## src/rtl/direction_controller.sv

```systemverilog
// Snake direction controller: button edges -> heading with reversal rejection, one step strobe per game tick.
// Optional DIR_QUEUE_EN deepens the pending-turn store from a 1-entry register to a 2-entry FIFO.
module direction_controller #(
  parameter int TICK_DIV = 25_000_000,
  parameter int CNT_W    = 25
) (
  input  logic       clk,
  input  logic       reset,
  input  logic       btn_l,
  input  logic       btn_r,
  input  logic       btn_u,
  input  logic       btn_d,
  input  logic       edge_collision,
  output logic       l,
  output logic       r,
  output logic       u,
  output logic       d,
  output logic [1:0] heading,
  output logic       running
);

  typedef enum logic [1:0] {IDLE, RUN, HALT} state_t;

  localparam logic [1:0] DIR_L = 2'b00;
  localparam logic [1:0] DIR_R = 2'b01;
  localparam logic [1:0] DIR_U = 2'b10;
  localparam logic [1:0] DIR_D = 2'b11;

  state_t           state_q;
  logic [CNT_W-1:0] tick_cnt_q;
  logic [1:0]       heading_q;
  logic [3:0]       strobe_q;
  logic             running_q;
  logic [3:0]       btn_q;

  logic [3:0] btn_now;
  logic [3:0] press;
  logic       press_vld;
  logic [1:0] press_dir;
  logic       tc;
  logic       live;
  logic       pop;
  logic       pend_vld;
  logic [1:0] pend_dir;
  logic [1:0] heading_pop;
  logic [1:0] ref_dir;
  logic       room;
  logic       accept;

  // Bit index equals the heading code, so strobe bits line up with heading values.
  assign btn_now   = {btn_d, btn_u, btn_r, btn_l};
  assign press     = btn_now & ~btn_q;
  assign press_vld = |press;

  always_comb begin
    press_dir = DIR_D;
    if (press[0])      press_dir = DIR_L;
    else if (press[1]) press_dir = DIR_R;
    else if (press[2]) press_dir = DIR_U;
  end

  assign tc          = (tick_cnt_q == CNT_W'(TICK_DIV - 1));
  assign live        = (state_q == RUN) && !edge_collision;
  assign pop         = live && tc && pend_vld;
  assign heading_pop = pop ? pend_dir : heading_q;
  // Opposite direction differs only in bit 0 (L/R, U/D).
  assign accept      = live && press_vld && room &&
                       (press_dir != ref_dir) &&
                       (press_dir != {ref_dir[1], ~ref_dir[0]});

`ifdef DIR_QUEUE_EN
  logic [1:0][1:0] fifo_q, fifo_d;
  logic [1:0]      count_q, count_d;
  logic [1:0]      count_pop;

  assign pend_vld  = (count_q != 2'd0);
  assign pend_dir  = fifo_q[0];
  assign count_pop = count_q - {1'b0, pop};
  // The newest entry survives a pop unless the pop empties the FIFO.
  assign ref_dir   = (count_pop == 2'd0) ? heading_pop :
                     (count_q[1] ? fifo_q[1] : fifo_q[0]);
  assign room      = (count_pop != 2'd2);

  always_comb begin
    fifo_d  = fifo_q;
    count_d = count_pop;
    if (pop) fifo_d[0] = fifo_q[1];
    if (accept) begin
      fifo_d[count_pop[0]] = press_dir;
      count_d              = count_pop + 2'd1;
    end
  end

  always_ff @(posedge clk) begin
    if (reset || (state_q == RUN && edge_collision)) begin
      fifo_q  <= '0;
      count_q <= 2'd0;
    end else begin
      fifo_q  <= fifo_d;
      count_q <= count_d;
    end
  end
`else
  logic       pend_vld_q, pend_vld_d;
  logic [1:0] pend_dir_q, pend_dir_d;

  assign pend_vld = pend_vld_q;
  assign pend_dir = pend_dir_q;
  assign ref_dir  = heading_pop;
  assign room     = 1'b1;

  always_comb begin
    pend_vld_d = pend_vld_q && !pop;
    pend_dir_d = pend_dir_q;
    if (accept) begin
      pend_vld_d = 1'b1;
      pend_dir_d = press_dir;
    end
  end

  always_ff @(posedge clk) begin
    if (reset || (state_q == RUN && edge_collision)) begin
      pend_vld_q <= 1'b0;
      pend_dir_q <= DIR_L;
    end else begin
      pend_vld_q <= pend_vld_d;
      pend_dir_q <= pend_dir_d;
    end
  end
`endif

  always_ff @(posedge clk) begin
    if (reset) begin
      state_q    <= IDLE;
      tick_cnt_q <= '0;
      heading_q  <= DIR_R;
      strobe_q   <= 4'b0000;
      running_q  <= 1'b0;
      btn_q      <= 4'b0000;
    end else begin
      btn_q    <= btn_now;
      strobe_q <= 4'b0000;
      case (state_q)
        IDLE: begin
          tick_cnt_q <= '0;
          if (press_vld) begin
            heading_q <= press_dir;
            state_q   <= RUN;
            running_q <= 1'b1;
          end
        end
        RUN: begin
          if (edge_collision) begin
            state_q    <= HALT;
            running_q  <= 1'b0;
            tick_cnt_q <= '0;
          end else if (tc) begin
            tick_cnt_q <= '0;
            heading_q  <= heading_pop;
            strobe_q   <= 4'b0001 << heading_pop;
          end else begin
            tick_cnt_q <= tick_cnt_q + CNT_W'(1);
          end
        end
        default: begin
          state_q   <= HALT;
          running_q <= 1'b0;
        end
      endcase
    end
  end

  assign {d, u, r, l} = strobe_q;
  assign heading      = heading_q;
  assign running      = running_q;

endmodule

```

## config.mk

```make
export PLATFORM = sky130hd
export DESIGN_NAME = direction_controller
export DESIGN_NICKNAME = d
export VERILOG_FILES = /design/src/rtl/direction_controller.sv
export SDC_FILE = /design/constraint.sdc
export NUM_CORES = 1
export LEC_CHECK = 0
export ABC_AREA = 1
export CORE_MARGIN = 1
export CORE_UTILIZATION = 47
export CTS_CLUSTER_SIZE = 28
export DETAILED_ROUTE_END_ITERATION = 8
export PLACE_DENSITY = 0.68
export SYNTH_ARGS = -nofsm -noshare
export SYNTH_HDL_FRONTEND = slang
export SYNTH_SLANG_ARGS = --single-unit
```

## constraint.sdc

```tcl
create_clock -name clk -period 3.3 [get_ports clk]
set_input_delay 0.66 -clock clk [delete_from_list [all_inputs] [get_ports clk]]
set_output_delay 0.66 -clock clk [all_outputs]
set_load 0.02 [all_outputs]
```

==> results.sh <==
export IMPL_clock_fmax_mhz=443
export IMPL_finClkSkew_ps=7.72
export IMPL_fin_util_pct=56.9
export IMPL_synth_area_leaders="dfxtp_1, nor2_1, nand2_1, inv_1, xor2_1"
export IMPL_start_util_pct=50.6
export IMPL_slew_headroom_pct=54.6
export IMPL_cts_hold_buf=0
export IMPL_synth_top_cell_area_share_pct=38.2
export IMPL_path_clk_slew_ps=80
export IMPL_setup_viol=0
export IMPL_synth_yosys_seq_area_share_pct=38.2
export IMPL_multi_input_area_um2=1120
export IMPL_syn_area_per_cell_um2=7.33
export IMPL_min_period_ps=2260
export IMPL_first_pass_iters=4
export IMPL_clkLatencyLatePin_ps=290
export IMPL_via_per_inst=5.12
export IMPL_grt_pass1_vias=1664
export IMPL_seqCellArea_um2=801
export IMPL_critPathKind="flip-flop to flip-flop"
export IMPL_grtUsageTotal_pct=20.6
export IMPL_hold_viol_final=0
export IMPL_fillers=418
export IMPL_rsz0062_at_grt="no"
export IMPL_cp_top_family="simple AND/OR/NAND/NOR gates"
export IMPL_yosysTopAreaCell="dfxtp_1"
export IMPL_cts_buffers=5
export IMPL_final_common_cell="nor2_1"
export IMPL_syn_to_final_growth_pct=12.6
export IMPL_tns_ps=0
export IMPL_routedWlPerCell_um=11.9
export IMPL_dp_hpwl_mm=3.12
export IMPL_first_iter_violations=79
export IMPL_ys_warn_count=0
export IMPL_cts_resized=0
export IMPL_dieArea_um2=4730
export IMPL_mostFrequentLayoutCells="nor2_1, nand2_1, dfxtp_1, inv_1, nand3_1"
export IMPL_detail_route_antenna_nets=0
export IMPL_leakage_nw=0.883
export IMPL_end_kind="flip-flop"
export IMPL_place_inst=345
export IMPL_path_cells="ha_1 -> nand3_1 -> nor4_1 -> nand4_1 -> nand3_2 -> nand2_1 -> nand2_1 -> a21oi_1"
export IMPL_cts_sink_count=40
export IMPL_fin_cells=353
export IMPL_design_core_area_um2=4140
export IMPL_cts_tree="yes"
export IMPL_gp_congestion=0.890
export IMPL_vdd_drop_max_uv=235
export IMPL_path_buf_inv=0
export IMPL_diodes=0
export IMPL_maxSlewViolCount=0
export IMPL_hold_path_class="flip-flop to flip-flop"
export IMPL_drive_above_1_share_pct=12.9
export IMPL_grt_max_degree=21
export IMPL_finalWirelength_mm=4.19
export IMPL_cp_max_fo=20
export IMPL_grt_pass1_wl_mm=7.15
export IMPL_portBuffers=13
export IMPL_tightest_slew_ps=680
export IMPL_p_per_area_nw_per_um2=411
export IMPL_post_cts_buffers=0
export IMPL_period_share_pct=68.4
export IMPL_vias=1807
export IMPL_arrival_ps=2400
export IMPL_ios=14
export IMPL_critPathSlowestCell="nand2_1"
export IMPL_cp_slowest_stage_delay_ps=510
export IMPL_synth_area_um2=2100
export IMPL_finalPower_uw=971
export IMPL_finalNetCount=310
export IMPL_antenna_found_initial=0
export IMPL_synth_cell_types=34
export IMPL_cap_violations=0
export IMPL_std_cell_rows=23
export IMPL_cp_common_cell="nand2_1"
export IMPL_ys_ff_latch=40
export IMPL_status="complete, no violations"
export IMPL_die_w_um=68.8
export IMPL_required_ps=3440
export IMPL_dieHeight_um=68.8
export IMPL_crit_path_start_kind="flip-flop"
export IMPL_syn_num_nets=294
export IMPL_clock_root_buffer="clkbuf_8"
export IMPL_grt_ovfl_total=0
export IMPL_syn_inst=286
export IMPL_clockBufferDepth=2
export IMPL_drc_errors=0
export IMPL_h_tree_depth=2
synth_stat cells, drive strengths merged:
cell type and number:
o32ai 1, or2 2, nand3 23, buf 2, xor2 12, o21ai 12, dfxtp 40, nand4 11
o22ai 3, inv 41, nand2 48, nor3 10, nor2 56, ha 1, nor3b 1, a21oi 11
o21a 1, xnor2 5, clkbuf 2, nor4 4
metrics by stage:
step                hold WS [ps]  area [um^2]  setup slack (ps)
floorplan                    460         2100              1650
global placement             479         2270               935
detailed placement           486         2270               878
CTS                          500         2360              1010
global route                 540         2360               711
finish                       498         2360              1040
per-layer routing:
metal  track usage [%]  vias up  wire [um]
li1                  -      954          -
met1              27.8      823       2210
met2              31.3       21       1800
met3              5.10        9        103
met4              8.42        0         81
met5                 0        -          0
worst paths after layout:
kind / startpoint / to / slack (ps) / cells after the start
min: tick_cnt_q[1]$_SDFFE_PP0P_ / tick_cnt_q[1]$_SDFFE_PP0P_ / 500 / 2
max reg2reg: tick_cnt_q[0]$_SDFFE_PP0P_ / tick_cnt_q[19]$_SDFFE_PP0P_ / 1040 / 8
max: tick_cnt_q[0]$_SDFFE_PP0P_ / tick_cnt_q[19]$_SDFFE_PP0P_ / 1040 / 8
min reg2reg: tick_cnt_q[1]$_SDFFE_PP0P_ / tick_cnt_q[1]$_SDFFE_PP0P_ / 500 / 2
registers in the layout, summed over array words and instances (netlist names):
| name | flops |
|---|---|
| pend_vld | 1 |
| heading | 2 |
| strobe_q | 4 |
| state_q | 2 |
| tick_cnt_q | 25 |
| btn_q | 4 |
| pend_dir | 2 |
final cells by class:
| cell class | instances | share of cell area (%) |
|---|---|---|
| multi-input cells | 201 | 47.3 |
| well taps | 50 | 2.65 |
| inverters | 41 | 6.63 |
| repair buffers | 13 | 5.51 |
| clock inverters | 1 | 0.318 |
| flip-flops and latches | 40 | 33.9 |
| clock buffers | 7 | 3.66 |
cell families after synthesis:
logic type | synth area share (%)
AO/OA/AOI/OAI | 7.34
XOR/XNOR | 7.10
buffers and inverters | 8.54
flip-flops | 38.2
AND/OR/NAND/NOR | 38.2
adder cells (fa/ha/maj) | 0.597
report_power, final:
group          leakage (nW)  switching, mW  internal [mW]  total [mW]
sequential            0.324         0.0195          0.497       0.516
combinational         0.515         0.0781         0.0454       0.124
clock                0.0445          0.161          0.170       0.331
tightest hold or removal path: stages (launching register included):
cell and delay (ps):
dfxtp_1 330, nand2_1 70, a21oi_1 60
No activity file was read; power rests on OpenSTA's default activity.
